[config.mk]
export PLATFORM = sky130hd
export DESIGN_NAME = maze_round_timer_flat
export DESIGN_NICKNAME = d
export VERILOG_FILES = /design/src/rtl/maze_game_pkg.sv /design/src/rtl/maze_round_timer_if.sv /design/src/rtl/maze_tick_prescaler.sv /design/src/rtl/maze_round_timer.sv /design/src/flat_wrapper.sv
export SDC_FILE = /design/constraint.sdc
export NUM_CORES = 1
export LEC_CHECK = 0
export CAP_MARGIN = 20
export CORE_AREA = 4 4 80 67
export CTS_CLUSTER_DIAMETER = 80
export DETAILED_ROUTE_END_ITERATION = 12
export DIE_AREA = 0 0 84 71
export GPL_ROUTABILITY_DRIVEN = 0
export PLACE_DENSITY = 0.89
export RECOVER_POWER = 50
export SLEW_MARGIN = 20
export SYNTH_ARGS = -nofsm -noshare
export SYNTH_HDL_FRONTEND = slang
export SYNTH_SLANG_ARGS = --single-unit
export TNS_END_PERCENT = 1
[constraint.sdc]
create_clock -name clock -period 9.8 [get_ports clock]
set_clock_uncertainty 0.15 [all_clocks]
set_input_delay 1.96 -clock clock [delete_from_list [all_inputs] [get_ports clock]]
set_output_delay 1.96 -clock clock [all_outputs]
set_load 0.01 [all_outputs]
[src/rtl/maze_game_pkg.sv]
// Shared types for the maze game timer: state encoding,
// seconds width and BCD digit type.
package maze_game_pkg;

  typedef enum logic [1:0] {
    ST_IDLE    = 2'd0,
    ST_RUNNING = 2'd1,
    ST_EXPIRED = 2'd2
  } timer_state_t;

  localparam int SECONDS_W = 7;

  typedef logic [3:0] bcd_t;

endpackage

[src/rtl/maze_round_timer_if.sv]
// Game-side bus for the round timer.
// Optional pause signal exists only with TIMER_PAUSE_EN.
interface maze_round_timer_if;
  import maze_game_pkg::*;

  logic                 start;
  logic [7:0]           mazes_complete;
`ifdef TIMER_PAUSE_EN
  logic                 pause;
`endif
  logic                 timer_end;
  logic                 running;
  logic [SECONDS_W-1:0] seconds_left;
  bcd_t                 seconds_tens;
  bcd_t                 seconds_ones;
  logic                 second_tick;

`ifdef TIMER_PAUSE_EN
  modport master (
    output start, mazes_complete, pause,
    input  timer_end, running, seconds_left,
    input  seconds_tens, seconds_ones, second_tick
  );
  modport slave (
    input  start, mazes_complete, pause,
    output timer_end, running, seconds_left,
    output seconds_tens, seconds_ones, second_tick
  );
`else
  modport master (
    output start, mazes_complete,
    input  timer_end, running, seconds_left,
    input  seconds_tens, seconds_ones, second_tick
  );
  modport slave (
    input  start, mazes_complete,
    output timer_end, running, seconds_left,
    output seconds_tens, seconds_ones, second_tick
  );
`endif

endinterface

[src/rtl/maze_tick_prescaler.sv]
// One-second prescaler: counts enabled cycles and
// pulses o_wrap on the cycle it wraps from CLOCK_FREQ-1.
module maze_tick_prescaler #(
  parameter int CLOCK_FREQ = 50_000_000
) (
  input  logic clock,
  input  logic reset,
  input  logic i_en,
  input  logic i_clr,
  output logic o_wrap
);

  localparam int CW =
    (CLOCK_FREQ > 1) ? $clog2(CLOCK_FREQ) : 1;
  localparam logic [CW-1:0] TC = CW'(CLOCK_FREQ - 1);

  logic [CW-1:0] r_cnt;
  logic          w_at_tc;

  assign w_at_tc = (r_cnt == TC);
  assign o_wrap  = i_en && w_at_tc && !i_clr;

  always_ff @(posedge clock) begin
    if (!reset) begin
      r_cnt <= '0;
    end else if (i_clr) begin
      r_cnt <= '0;
    end else if (i_en) begin
      r_cnt <= w_at_tc ? '0 : r_cnt + 1'b1;
    end
  end

endmodule

[src/rtl/maze_round_timer.sv]
// Per-round countdown timer with maze-completion bonus.
// Define TIMER_PAUSE_EN to add the pause input.
module maze_round_timer
  import maze_game_pkg::*;
#(
  parameter int CLOCK_FREQ    = 50_000_000,
  parameter int ROUND_SECONDS = 60,
  parameter int BONUS_SECONDS = 10,
  parameter int MAX_SECONDS   = 99
) (
  input  logic clock,
  input  logic reset,
  maze_round_timer_if.slave bus
);

  localparam logic [7:0] BONUS8 = 8'(BONUS_SECONDS);
  localparam logic [7:0] MAX8   = 8'(MAX_SECONDS);
  localparam logic [SECONDS_W-1:0] ROUND_S =
    SECONDS_W'(ROUND_SECONDS);
  localparam logic [SECONDS_W-1:0] MAX_S =
    SECONDS_W'(MAX_SECONDS);

  timer_state_t         r_state;
  timer_state_t         w_state_nx;
  logic [SECONDS_W-1:0] r_secs;
  logic [SECONDS_W-1:0] w_secs_nx;
  logic                 r_tick;
  logic                 w_tick_nx;
  logic [7:0]           r_mazes_prev;

  logic                 w_pause;
  logic                 w_bonus;
  logic                 w_en;
  logic                 w_wrap;
  logic [7:0]           w_sum;
  logic [SECONDS_W-1:0] w_sat;

`ifdef TIMER_PAUSE_EN
  assign w_pause = bus.pause;
`else
  assign w_pause = 1'b0;
`endif

  // Any change, including 255->0 wrap, is one bonus
  assign w_bonus = (bus.mazes_complete != r_mazes_prev);
  assign w_en    = (r_state == ST_RUNNING) && !w_pause;

  maze_tick_prescaler #(
    .CLOCK_FREQ(CLOCK_FREQ)
  ) u_presc (
    .clock  (clock),
    .reset  (reset),
    .i_en   (w_en),
    .i_clr  (bus.start),
    .o_wrap (w_wrap)
  );

  always_comb begin
    w_sum = {1'b0, r_secs} - {7'd0, w_wrap}
          + (w_bonus ? BONUS8 : 8'd0);
    w_sat = (w_sum > MAX8) ? MAX_S : w_sum[SECONDS_W-1:0];
  end

  always_comb begin
    w_state_nx = r_state;
    w_secs_nx  = r_secs;
    w_tick_nx  = 1'b0;
    if (bus.start) begin
      w_state_nx = ST_RUNNING;
      w_secs_nx  = ROUND_S;
    end else if (r_state == ST_RUNNING) begin
      w_tick_nx = w_wrap;
      w_secs_nx = w_sat;
      if (w_sat == '0) begin
        w_state_nx = ST_EXPIRED;
      end
    end
  end

  always_ff @(posedge clock) begin
    if (!reset) begin
      r_state <= ST_IDLE;
      r_secs  <= '0;
      r_tick  <= 1'b0;
    end else begin
      r_state <= w_state_nx;
      r_secs  <= w_secs_nx;
      r_tick  <= w_tick_nx;
    end
  end

  // Tracks input even in reset so no bonus fires afterwards
  always_ff @(posedge clock) begin
    r_mazes_prev <= bus.mazes_complete;
  end

  assign bus.timer_end    = (r_state == ST_EXPIRED);
  assign bus.running      = (r_state == ST_RUNNING);
  assign bus.seconds_left = r_secs;
  assign bus.second_tick  = r_tick;
  assign bus.seconds_tens = bcd_t'(r_secs / 7'd10);
  assign bus.seconds_ones = bcd_t'(r_secs % 7'd10);

endmodule

[src/flat_wrapper.sv]
// flat-port wrapper written by rule: the top's interface ports become plain ports
module maze_round_timer_flat import maze_game_pkg::*;
#(
  parameter int CLOCK_FREQ    = 50_000_000,
  parameter int ROUND_SECONDS = 60,
  parameter int BONUS_SECONDS = 10,
  parameter int MAX_SECONDS   = 99
)
  (clock, reset, bus_start, bus_mazes_complete, bus_timer_end, bus_running, bus_seconds_left, bus_seconds_tens, bus_seconds_ones, bus_second_tick);
  maze_round_timer_if bus_i ();
  input  logic clock;
  input  logic reset;
  input wire logic [$bits(bus_i.start)-1:0] bus_start;
  input wire logic [$bits(bus_i.mazes_complete)-1:0] bus_mazes_complete;
  output wire logic [$bits(bus_i.timer_end)-1:0] bus_timer_end;
  output wire logic [$bits(bus_i.running)-1:0] bus_running;
  output wire logic [$bits(bus_i.seconds_left)-1:0] bus_seconds_left;
  output wire logic [$bits(bus_i.seconds_tens)-1:0] bus_seconds_tens;
  output wire logic [$bits(bus_i.seconds_ones)-1:0] bus_seconds_ones;
  output wire logic [$bits(bus_i.second_tick)-1:0] bus_second_tick;
  assign bus_i.start = bus_start;
  assign bus_i.mazes_complete = bus_mazes_complete;
  assign bus_timer_end = bus_i.timer_end;
  assign bus_running = bus_i.running;
  assign bus_seconds_left = bus_i.seconds_left;
  assign bus_seconds_tens = bus_i.seconds_tens;
  assign bus_seconds_ones = bus_i.seconds_ones;
  assign bus_second_tick = bus_i.second_tick;
  maze_round_timer #(.CLOCK_FREQ(CLOCK_FREQ), .ROUND_SECONDS(ROUND_SECONDS), .BONUS_SECONDS(BONUS_SECONDS), .MAX_SECONDS(MAX_SECONDS)) u_core (.clock(clock), .reset(reset), .bus(bus_i));
endmodule
==> results.md, run 1 <==
* **sum of negative setup slack** 0 ps
* **overall global routing resource usage** 20.7%
* **CTS sink cnt** 44
* **total of warnings raised by yosys** 0
* **DRC violation total after the first TritonRoute iteration** 229
* **Distinct cells, synth** 60
* **setup repair after global routing missed its margin** false
* **sum of routed wire length over all layers** 6.03 mm
* **global-route wire length before repair** 10.1 mm
* **die span in y** 71 µm
* **largest net degree at the start of global routing** 25
* **Crit path required time** 7690 ps
* **Clk pin slew, worst setup/hold paths** 80 ps
* **Post-DP HPWL** 4.57 mm
* **Remaining DRCs** 0
* **proportion of netlist area held by the largest area contributor** 32.6%
* **tightest slew margin relative to the limit** 47.7%
* **initial antenna violation count** 0
* **number of global-route vias before repair** 2215
* **length of the first detailed-routing pass in iterations** 5
* **Critical Path Fanout Max** 12
* **post-cts resize count** 0
* **final hold vios** 0
* **fraction of layout instances using a drive strength above 1** 5.85%
* **Port-buffer cells** 28
* **class of the most critical setup path** register to output port
* **largest buffer count on any clock path** 2
* **setup violators final** 0
* **number of levels in the clock H-tree** 2
* **maximum VDD drop** 106 µV
* **Max Fclk** 0.154 GHz
* **result of the run** finished clean
* **min cycle time layout** 6480 ps
* **total power divided by cell area** 141 mW/mm²
* **setup fix buffers added after clock tree synthesis** 0
* **path category of the worst min-delay check** register to register
* **number of top-level pins** 29
* **Pleak** 0.00115 µW
* **share of the clock period used by the worst path after layout** 66.1%
* **Filler cells** 391
* **CTS Buf Count** 5
* **Antenna Cells** 0
* **Detail Route Antenna Nets** 0
* **share of synthesized area occupied by flip-flops and latches** 32.6%
* **Post-Syn Area per Cell** 8.45 µm²
* **FFs w/ async S/R, synth** 0%
* **Seq cells post-synth** 44
* **cell area after technology mapping** 0.00270 mm²
* **die width** 84 µm
* **core footprint** 0.00451 mm²
* **area leader, netlist** dfxtp_1
* **worst slack on hold paths** 331 ps
* **most instantiated flip-flop cell in the synthesis netlist** dfxtp_1
* **net count after synthesis** 344
* **total number of nets in the final design** 366
* **Post-synth EDFFs** 0
* **Max Cap Viol** 0
* **utilization after layout** 67.9%
* **quantity of hold-fixing buffers added after cts** 0
* **wire length per cell** 15.0 µm
* **leading cell type in the layout, fill and taps excluded** dfxtp_1
* **arrival time at the worst endpoint** 4370 ps
* **critical path capture point type** output port
* **total number of vias** 2444
* **initial core utilization** 59.9%
* **residual overflow from global routing** 0
* **post-synthesis instance total** 320
* **library cell used as clock root buffer** clkbuf_8
* **standard-cell rows** 22
* **commonest cells after routing, fill and taps aside** dfxtp_1, nor2_1, xnor2_1, inv_1, nand2_1
* **main area contributors after synthesis** dfxtp_1, xnor2_1, ha_1
* **area overhead of the layout relative to synthesis** 13.5%
* **Final Power** 432 µW
* **TritonCTS clock tree** done
* **worst slew pin tran** 782 ps
* **later-pin clock latency in the skew report** 310 ps
* **Total Die Area** 0.00596 mm²
* **Worst setup SP type** register
* **via density per instance** 6.08
* **pins over their slew limit** 0
[state kept, by name (all words and copies together), names as in the netlist]
register / cells
u_core.r_state: 2
u_core.r_mazes_prev: 8
u_core.bus.seconds_left: 7
u_core.bus.second_tick: 1
u_core.u_presc.r_cnt: 26
[worst paths after layout]
path / from / end / slack (ps) / cells after the start
worst max-delay path: u_core.bus.seconds_left[5]$_SDFFE_PN0P_ / bus_seconds_ones[2] / 3320 / 12
worst max register to register: u_core.u_presc.r_cnt[8]$_SDFFE_PP0P_ / u_core.bus.seconds_left[3]$_SDFFE_PN0P_ / 5710 / 16
worst min register to register: u_core.u_presc.r_cnt[1]$_SDFFE_PP0P_ / u_core.u_presc.r_cnt[1]$_SDFFE_PP0P_ / 330 / 2
worst min-delay path: u_core.u_presc.r_cnt[1]$_SDFFE_PP0P_ / u_core.u_presc.r_cnt[1]$_SDFFE_PP0P_ / 330 / 2
[critical path, cell delays in order (launching register included)]
cell and delay, ps:
dfxtp_1 530, inv_1 240, ha_1 350, a21oi_1 200, o31ai_1 100, a221o_1 370
a211oi_1 380, o21ai_0 180, ha_1 260, o41a_1 430, o221ai_2 260, mux2i_1 210
clkdlybuf4s50_1 550
[kinds of logic (layout without fill, tap and decap cells)]
kind of cell | Yosys count | in the layout | synth area share, %
AO/OA/AOI/OAI | 54 | 54 | 15.1
XOR/XNOR | 38 | 38 | 12.3
adder cells (fa/ha/maj) | 14 | 14 | 6.67
buffers and inverters | 36 | 58 | 5.88
flip-flops | 44 | 44 | 32.6
multiplexers | 1 | 1 | 0.370
AND/OR/NAND/NOR | 133 | 133 | 27.1
[routing by layer]
metal  share of wire (%)  up-vias  wire length, µm  global-route usage [%]
li1                    -     1180                -                       -
met1                  47     1163             2860                    28.3
met2                  45       88             2690                    31.8
met3                 6.2       13              373                    5.12
met4                 1.8        0              110                    7.14
met5                   0        -                0                       0
[cell usage after synthesis, drive strengths merged (3+ instances only)]
| cell | n |
|---|---|
| dfxtp | 44 |
| nor2 | 37 |
| inv | 23 |
| xnor2 | 21 |
| nand2 | 19 |
| xor2 | 17 |
| nand3 | 16 |
| ha | 12 |
| a21oi | 10 |
| nor2b | 9 |
| and3 | 8 |
| buf | 8 |
| o21ai | 8 |
| nand4 | 7 |
| nor3 | 6 |
| a221oi | 5 |
| a31oi | 5 |
| clkbuf | 5 |
| nand2b | 5 |
| and4 | 4 |
| a211oi | 3 |
| and2 | 3 |
| nor4 | 3 |
| nor4b | 3 |
| o2111ai | 3 |
| o22ai | 3 |
| or3 | 3 |
[stage by stage]
step	setup WS (ps)	cell area [µm²]	instances
5_1_grt	3050	3070	402
4_1_cts	3360	3070	402
3_3_place_gp	3830	2990	395
3_5_place_dp	3690	2990	395
6_report	3320	3070	402
2_1_floorplan	4390	2700	320
[layout make-up]
| cell class | instances | area, µm² | area share [%] |
|---|---|---|---|
| multi-input cells | 240 | 1660 | 54.2 |
| flip-flops and latches | 44 | 881 | 28.7 |
| repair buffers | 28 | 280 | 9.14 |
| inverters | 23 | 86.3 | 2.82 |
| well taps | 60 | 75.1 | 2.45 |
| clock buffers | 5 | 68.8 | 2.24 |
| clock inverters | 2 | 12.5 | 0.408 |
[power by group]
group	switching [µW]	internal, µW
combinational	70.8	57.9
clock	60.9	48.2
sequential	10.8	184
Power figures use the tool's default switching activity.
==> run 2, diff against run 1 <==
--- a/config.mk
+++ b/config.mk
@@ -6,12 +6,12 @@
 export NUM_CORES = 1
 export LEC_CHECK = 0
 export CAP_MARGIN = 20
-export CORE_AREA = 4 4 80 67
+export CORE_AREA = 4 4 87 73
 export CTS_CLUSTER_DIAMETER = 80
 export DETAILED_ROUTE_END_ITERATION = 12
-export DIE_AREA = 0 0 84 71
+export DIE_AREA = 0 0 91 77
 export GPL_ROUTABILITY_DRIVEN = 0
-export PLACE_DENSITY = 0.89
+export PLACE_DENSITY = 0.8
 export RECOVER_POWER = 50
 export SLEW_MARGIN = 20
 export SYNTH_ARGS = -nofsm -noshare
==> constraint.sdc (replaced) <==
create_clock -name clock -period 5.4 [get_ports clock]
set_clock_uncertainty 0.15 [all_clocks]
set_input_delay 1.08 -clock clock [delete_from_list [all_inputs] [get_ports clock]]
set_output_delay 1.08 -clock clock [all_outputs]
set_load 0.01 [all_outputs]
==> results.md, run 2 (synthesized netlist as in run 1, its figures left out) <==
* **result of the run** finished clean
* **path category of the worst min-delay check** register to register
* **count of cells along the worst hold path** 2, unchanged
* **worst slack, placed** 368 ps, -3320 ps
* **number of global-route vias before repair** 2212, -0.14%
* **fraction of layout instances using a drive strength above 1** 8.67%, +2.8 points
* **Post-DP HPWL** 4.66 mm, +1.9%
* **sum of routed wire length over all layers** 6.14 mm, +1.7%
* **Clk pin slew, worst setup/hold paths** 80 ps, about the same
* **initial core utilization** 50.0%, -9.9 points
* **number of buffer and inverter instances along the worst setup path** 2, unchanged
* **share of the clock period used by the worst path after layout** 96.0%
* **Placed Area** 0.00301 mm², +0.96%
* **core footprint** 0.00541 mm², +20%
* **worst slew pin tran** 792 ps, +9.66 ps
* **setup violators final** 0, unchanged
* **CTS Buf Count** 5, unchanged
* **residual overflow from global routing** 0, unchanged
* **most utilized layer in the global route result** met2
* **sum of negative setup slack** 0 ps, unchanged
* **routing usage on met2** 27.4%, -4.4 points
* **largest buffer count on any clock path** 2, unchanged
* **Port-buffer cells** 28, unchanged
* **Worst setup SP type** register
* **maximum VDD drop** 280 µV, +160%
* **Largest register FFs** 26, unchanged
* **total power divided by cell area** 253 mW/mm², +79%
* **global-route wire length before repair** 10.5 mm, +4.2%
* **Pleak** 0.00117 µW, +2.4%
* **Detail Route Antenna Nets** 0, unchanged
* **setup slack after layout** 214 ps, -3100 ps
* **class of the most critical setup path** register to output port
* **beginning of the worst register-to-register path** u_core.u_presc.r_cnt[8]$_SDFFE_PP0P_
* **wire length per cell** 14.9 µm, -0.52%
* **cell-by-cell trace of the critical path** inv_1 -> ha_2 -> nor4b_1 -> o22ai_1 -> a21oi_2 -> nand3_1 -> nand3_1 -> o21ai_0 -> ha_1 -> o41a_1 -> o221ai_2 -> mux2i_1 -> clkdlybuf4s50_1
* **leading cell type in the layout, fill and taps excluded** dfxtp_1
* **min cycle time layout** 5190 ps
* **length of the first detailed-routing pass in iterations** 5, unchanged
* **Remaining DRCs** 0, unchanged
* **final hold vios** 0, unchanged
* **cell family contributing the most delay on the critical path** compound AO/OA/AOI/OAI gates
* **quantity of hold-fixing buffers added after cts** 0, unchanged
* **tightest slew margin relative to the limit** 47.1%, -0.65 points
* **Max Cap Viol** 0, unchanged
* **Worst path slowest cell** clkdlybuf4s50_1
* **Max Fclk** 0.193 GHz
* **cell repeated most along the worst path** nand3_1
* **Reg with most FFs** u_core.u_presc.r_cnt
* **TritonCTS clock tree** done
* **number of top-level pins** 29, unchanged
* **die span in y** 77 µm, +8.5%
* **DRC violation total after the first TritonRoute iteration** 235, +2.6%
* **setup fix buffers added after clock tree synthesis** 0, unchanged
* **slowest cell delay on critical path** 550 ps, about the same
* **critical path capture point type** output port
* **area overhead of the layout relative to synthesis** 16.1%
* **total number of nets in the final design** 369, +0.82%
* **commonest cells after routing, fill and taps aside** dfxtp_1, nor2_1, xnor2_1, inv_1, nand2_1
* **Critical Path Fanout Max** 10, -2
* **largest net degree at the start of global routing** 25, unchanged
* **die width** 91 µm, +8.3%
* **Crit path required time** 4170 ps, -3520 ps
* **standard-cell rows** 24, +9.1%
* **critical hold path startpoint** u_core.u_presc.r_cnt[1]$_SDFFE_PP0P_
* **Filler cells** 490, +25%
* **via density per instance** 5.84, -4.0%
* **met1 usage** 26.1%, -2.2 points
* **total number of vias** 2400, -1.8%
* **arrival time at the worst endpoint** 3960 ps, -410 ps
* **slack of the worst reg-to-reg path** 1320 ps, -4390 ps
* **Antenna Cells** 0, unchanged
* **CTS sink cnt** 44, unchanged
* **length in cells of the worst reg-to-reg path** 16, unchanged
* **met3 track utilization from global routing** 3.82%, -1.3 points
* **finished layout cell area** 0.00314 mm², +2.3%
* **Total Die Area** 0.00701 mm², +17%
* **initial antenna violation count** 0, unchanged
* **number of levels in the clock H-tree** 2, unchanged
* **library cell used as clock root buffer** clkbuf_8
* **destination of the worst hold path** u_core.u_presc.r_cnt[1]$_SDFFE_PP0P_
* **R2R Path End** u_core.bus.seconds_left[4]$_SDFFE_PN0P_
* **later-pin clock latency in the skew report** 290 ps, -20 ps
* **overall global routing resource usage** 17.8%, -2.8 points
* **pins over their slew limit** 0, unchanged
-- run 2: changes by cell type in the layout (fill, tap and decap cells not counted), sizes merged --
cell,change
clkinvlp,-1
clkinv,+2
clkdlybuf4s50,-2
dlygate4sd3,+2
buf,+3
-- run 2: power breakdown --
group | switching (µW) | total, µW | internal (µW)
registers | 14.0 | 348 | 334
clock network | 108 | 198 | 90.1
logic | 138 | 248 | 110
-- run 2: per-layer routing --
layer	up-vias	share of wire, %
li1	1181	-
met1	1126	48
met2	89	45
met3	4	6.5
met4	0	0.37
met5	-	0
-- run 2: final cells by class --
class | count | area, µm² | share of cell area, %
Clock buffer | 5 | 68.8 | 2.19
Multi-Input combinational cell | 240 | 1700 | 54.0
Inverter | 23 | 86.3 | 2.75
Timing Repair Buffer | 31 | 303 | 9.65
Clock inverter | 3 | 18.8 | 0.598
Sequential cell | 44 | 883 | 28.2
Tap cell | 65 | 81.3 | 2.59
-- run 2: worst reg2reg max path: cells and delay by family, from the launching register on --
kind            cells  cell delay, ps
buf+inv             2             120
compound gates      5            1510
flops               1             350
simple gates        6            1260
fa+ha+maj           3             570
-- run 2: worst max-delay path by stage --
stage	from	end	slack, ps	cells past startpoint
after floorplan	u_core.bus.seconds_left[5]$_SDFFE_PN0P_	bus_seconds_ones[2]	870	12
after global placement	u_core.bus.seconds_left[5]$_SDFFE_PN0P_	bus_seconds_ones[2]	510	12
after CTS	u_core.bus.seconds_left[5]$_SDFFE_PN0P_	bus_seconds_ones[2]	30	12
after detailed placement	u_core.bus.seconds_left[5]$_SDFFE_PN0P_	bus_seconds_ones[2]	370	12
final	u_core.bus.seconds_left[5]$_SDFFE_PN0P_	bus_seconds_ones[2]	210	13
after global routing	u_core.bus.seconds_left[5]$_SDFFE_PN0P_	bus_seconds_ones[2]	-7	12
-- run 2: stage by stage --
| stage | utilization, % | hold slack [ps] | cells | total power (µW) |
|---|---|---|---|---|
| after detailed placement | 55.8 | 317 | 403 | 597 |
| after global placement | 55.8 | 314 | 403 | 593 |
| final | 58.0 | 326 | 411 | 794 |
| after CTS | 57.4 | 328 | 411 | 795 |
| after floorplan | - | 299 | 320 | 512 |
| after global routing | 58.0 | 365 | 411 | 840 |
-- run 2: repair_timing --
item,in CTS,in global routing
gates resized for setup,0,8
setup endpoints to repair,0,3
endpoints found under the hold margin,0,0
==> variant 1, RTL diff (flow settings as in run 2) <==
`ROUND_SECONDS` is set to 60 in 2 places; all go to 30.
--- a/src/rtl/maze_round_timer.sv
+++ b/src/rtl/maze_round_timer.sv
@@ -6,3 +6,3 @@
   parameter int CLOCK_FREQ    = 50_000_000,
-  parameter int ROUND_SECONDS = 60,
+  parameter int ROUND_SECONDS = 30,
   parameter int BONUS_SECONDS = 10,
--- a/src/flat_wrapper.sv
+++ b/src/flat_wrapper.sv
@@ -4,3 +4,3 @@
   parameter int CLOCK_FREQ    = 50_000_000,
-  parameter int ROUND_SECONDS = 60,
+  parameter int ROUND_SECONDS = 30,
   parameter int BONUS_SECONDS = 10,
Behaviour: not the same (a bounded check fails within 4 cycles, from zero or initial values and one cycle with reset low).
==> variant 1 against run 2 <==
Design area is 2.7% higher; final cell count stayed put; worst setup slack better by 0.038 ns; wire length is 4.7% lower; global-route usage is 1.1 points lower; sequential cell count stayed put; via count is 2.5% lower; synthesized area is 1.9% higher; total power is 19% higher; largest power group unchanged; highest routed layer unchanged.
==> variant 1: results <==
metrics = {
    "status": {
        "status": "finished clean",
    },
    "layout": {
        "final_nets": 369,
        "largest_register_ffs": 26,
        "antenna_cells": 0,
        "drive_above_1_share_pct": 8.09,
        "nFillCells": 481,
        "largest-register": "u_core.u_presc.r_cnt",
    },
    "worst_setup_path": {
        "crit_fanout": 13,
        "slowest_stage": "clkdlybuf4s50_1",
        "slowest_delay_ns": 0.55,
        "crit_arrival_ns": 3.92,
        "critPathTopFamily": "compound AO/OA/AOI/OAI gates",
    },
    "detailed_routing": {
        "first_iter_violations": 140,
        "post_drt_wl_per_cell_um": 14.2,
        "wl_mm": 5.85,
        "viasPerCell": 5.69,
        "first_pass_iters": 5,
    },
    "sta": {
        "tightest_slew_ns": 0.776,
    },
    "clock_network": {
        "cts_resized": 1,
        "h-tree-depth": 2,
        "cts_hold_buf": 0,
        "clk-insertion-delay-late_ns": 0.30,
        "root_buffer": "clkbuf_8",
        "cts_setup_buffers": 0,
        "cts_inserted_buffers": 5,
        "clk_pin_slew_worst_paths_ns": 0.09,
        "cts_buffer_depth": 2,
    },
    "hold_path": {
        "hold_path.class": "flip-flop to flip-flop",
    },
    "power_and_ir_drop": {
        "p_seq_share_pct": 36.9,
        "leakage_nw": 1.17,
        "clkPwrFrac_pct": 36.6,
        "internal_power_uw": 685,
        "vdd_drop_max_uv": 238,
    },
    "global_routing": {
        "grt_pass1_vias": 2190,
        "grt_first_pass_wirelength_mm": 9.87,
        "antenna_found_initial": 0,
        "grt_max_degree": 25,
        "grt_use_total_pct": 16.7,
    },
    "logic_synthesis": {
        "synth_fp_nets": 344,
        "synthCells": 320,
        "ys_seq_area_share_pct": 32.0,
        "yosys-top-cells-area": "dfxtp_1 (32%), xnor2_1 (7.3%), nor2_1 (6.3%)",
        "synthArstFlopShare_pct": 0,
        "ys.flop_type": "dfxtp_1",
        "ys_top_cells_by_count": "nor2_1 (46), dfxtp_1 (44), xnor2_1 (23)",
        "synth_warnings": 0,
        "netlist-cell-type-count": 61,
    },
    "placed_design": {
        "dp_cells": 403,
        "io_buffers": 28,
        "dpl.hpwl_mm": 4.33,
    },
    "die": {
        "die_w_um": 91,
    },
}
[variant 1: layout make-up]
cell class | instances | share of cell area [%]
sequential | 44 | 27.4
clock inverter | 3 | 2.80
inverter | 22 | 2.56
multi-input combinational | 243 | 53.7
clock buffer | 5 | 2.14
timing repair buffer | 29 | 8.93
tap | 65 | 2.52
[variant 1: routing by layer]
metal	routed length [µm]	part of all wire, %	GRT usage, %	vias up
met4	62	1.1	5.12	0
li1	-	-	-	1178
met2	2650	45	26.5	64
met3	359	6.1	3.33	7
met1	2770	47	22.9	1090
met5	0	0	0	-
[variant 1: cell families (layout without fill, tap and decap cells)]
kind of cell,after synthesis,count (layout),synth area share [%]
multiplexers,5,5,2.00
adder cells (fa/ha/maj),13,13,6.18
XOR/XNOR,39,39,12.4
buffers and inverters,33,59,5.82
AND/OR/NAND/NOR,133,133,26.0
AO/OA/AOI/OAI,53,53,15.6
flip-flops,44,44,32.0
[variant 1: path summary, 6_finish.rpt]
kind / startpoint / end / slack [ns] / cells after the start
setup / recovery: u_core.bus.seconds_left[4] / bus_seconds_ones[2] / 0.25 / 12
hold / removal: u_core.u_presc.r_cnt[1] / u_core.u_presc.r_cnt[1] / 0.34 / 2
hold reg to reg: u_core.u_presc.r_cnt[1] / u_core.u_presc.r_cnt[1] / 0.34 / 2
setup reg to reg: u_core.u_presc.r_cnt[0] / u_core.bus.seconds_left[4] / 1.09 / 16
[variant 1: stage by stage]
stage,util [%],power (mW),setup WS (ns),instance area [µm²],hold slack [ns]
2_1_floorplan,-,0.527,1.18,2750,0.303
3_3_place_gp,56.3,0.599,0.408,3040,0.310
3_5_place_dp,56.3,0.605,0.249,3040,0.328
4_1_cts,59.3,0.951,0.0752,3200,0.340
5_1_grt,59.6,0.994,0.00379,3220,0.367
6_report,59.6,0.948,0.252,3220,0.335
==> variant 2, RTL diff (settings of run 2) <==
Without the edit above. Make the reset (`reset`) asynchronous in 2 clocked blocks.
--- a/src/rtl/maze_tick_prescaler.sv
+++ b/src/rtl/maze_tick_prescaler.sv
@@ -22,3 +22,3 @@
 
-  always_ff @(posedge clock) begin
+  always_ff @(posedge clock or negedge reset) begin
     if (!reset) begin
--- a/src/rtl/maze_round_timer.sv
+++ b/src/rtl/maze_round_timer.sv
@@ -79,3 +79,3 @@
 
-  always_ff @(posedge clock) begin
+  always_ff @(posedge clock or negedge reset) begin
     if (!reset) begin
Function: differs if reset is asserted again (counterexample within 4 cycles, from zero or initial values and one cycle with reset low); with reset held inactive, the same outputs for 10 cycles.
==> variant 2 against run 2 <==
The flow now finishes with violations (max-capacitance violations, max-slew violations); via count is 5.9% higher; design area is 8.1% higher; wire length is 5.0% higher; worst setup slack better by 0.062 ns; synthesized area is 9.0% higher; register-to-register slack better by 0.05 ns; sequential cell count stayed put; worst hold slack better by 0.024 ns; critical path type unchanged.
Power is not compared: it rests on default switching activity, and its combinational part moved more than twofold at a synthesized area within 25%.
==> variant 2: results <==
metrics = {
    "status": {
        "status": "finished, violations left",
        "violations": "max-capacitance violations, max-slew violations",
    },
    "worst_setup_path": {
        "crit_arrival_ns": 3.89,
        "r2r_start": "u_core.u_presc.r_cnt[18]",
        "r2r_slack_ns": 1.37,
        "r2r-end": "u_core.bus.seconds_left[1]",
        "crit_fanout": 7,
        "rr_worst_depth": 14,
    },
    "detailed_routing": {
        "met2_length_mm": 2.91,
        "route.met3.wl_um": 383,
        "wl_mm": 6.44,
        "vias": 2541,
        "post_drt_wl_per_cell_um": 15.2,
        "first_pass_iters": 4,
        "first_iter_violations": 221,
        "route.layer.met1.wl_mm": 3.12,
    },
    "sta": {
        "drv_slew": 37,
        "slew_headroom_pct": -28.3,
    },
    "job": {
        "drv_cap": 1,
    },
    "logic_synthesis": {
        "netlist-cell-type-count": 65,
        "synthArstFlopShare_pct": 81.8,
        "synth_area_per_cell_um2": 8.90,
        "ys_seq_area_share_pct": 36.0,
        "yosys-top-cells-area": "dfrtp_1 (31%), dfxtp_1 (5.4%), xnor2_1 (5.4%)",
        "ys_top_cells_by_count": "dfrtp_1 (36), nor2_1 (28), inv_1 (23)",
        "synth_fp_nets": 355,
    },
    "hold_path": {
        "min_path_cells": 1,
        "min_to": "u_core.r_state[1]",
    },
    "placed_design": {
        "dpl.hpwl_mm": 4.76,
        "dp_cells": 415,
        "pre_cts_slack_ns": 0.465,
    },
    "global_routing": {
        "grt_max_degree": 37,
        "grt_use_total_pct": 19.0,
        "grt_pass1_vias": 2377,
        "grt_first_pass_wirelength_mm": 11.1,
    },
    "layout": {
        "final_nets": 381,
        "drive_above_1_share_pct": 7.54,
    },
}
variant 2: changes by cell type after synthesis, sizes merged, moves of 5 or more:
cell   delta
nor2b     -6
dfxtp    -36
nor3     +10
xor2      -6
dfrtp    +36
nor2      -9
o21ai    +14
nor3b     +5
variant 2: how the worst max path moves through the flow:
stage / start / endpoint / slack [ns] / depth (start not counted)
floorplan: u_core.bus.seconds_left[5] / bus_seconds_ones[2] / 0.87 / 15
global placement: u_core.bus.seconds_left[5] / bus_seconds_ones[2] / 0.62 / 13
detailed placement: u_core.bus.seconds_left[5] / bus_seconds_ones[2] / 0.46 / 13
CTS: u_core.bus.seconds_left[5] / bus_seconds_ones[2] / 0.13 / 13
global route: u_core.bus.seconds_left[4] / bus_seconds_ones[2] / 0.006 / 13
finish: u_core.bus.seconds_left[4] / bus_seconds_ones[2] / 0.28 / 13
variant 2: kinds of logic after synthesis:
logic type                 synth area share (%)
adders and majority gates                  5.77
xor gates and xnor gates                   8.62
buffers and inverters                      6.33
DFF                                        36.0
muxes                                      1.02
AOI/OAI and AO/OA                          17.2
and+or+nand+nor                            25.0
variant 2: cell type report:
cell class              instances  area (µm²)
inverters                      26        97.6
flip-flops and latches         44        1060
fillers                       458        2020
well taps                      65        81.3
clock buffers                   8         121
multi-input cells             246        1710
repair buffers                 34         318
variant 2: layer usage:
metal | up-vias | GRT usage, %
met1 | 1212 | 27.3
met4 | 0 | 5.27
met2 | 86 | 29.5
met3 | 2 | 3.13
met5 | - | 0
li1 | 1241 | -
variant 2: timing repair:
item,CTS,global route
hold buffers,0,0
setup endpoints to repair,0,2
resized for setup,0,3
variant 2: metrics by stage:
step | cell area [µm²] | power, mW | hold slack [ns]
2_1_floorplan | 2950 | 1.15 | 0.305
3_3_place_gp | 3260 | 1.48 | 0.321
3_5_place_dp | 3260 | 1.51 | 0.330
4_1_cts | 3390 | 1.77 | 0.356
5_1_grt | 3390 | 1.89 | 0.393
6_report | 3390 | 1.77 | 0.351
variant 2: critical path, stage by stage (launching register included):
cell,delay (ns)
dfrtp_1,0.42
inv_1,0.09
ha_1,0.29
o21ba_1,0.27
nand2b_1,0.11
a41oi_1,0.22
a22oi_2,0.30
a21boi_1,0.24
ha_1,0.24
o31ai_1,0.09
o31a_1,0.29
nor3_4,0.25
mux2i_1,0.22
clkdlybuf4s50_1,0.55
variant 2: power by group through the flow:
stage | Clock [mW] | Sequential, mW | Combinational, mW
after floorplan | 0 | 0.407 | 0.747
after global placement | 0 | 0.426 | 1.05
after detailed placement | 0 | 0.428 | 1.08
after CTS | 0.262 | 0.421 | 1.08
after global routing | 0.275 | 0.431 | 1.19
final | 0.257 | 0.425 | 1.09
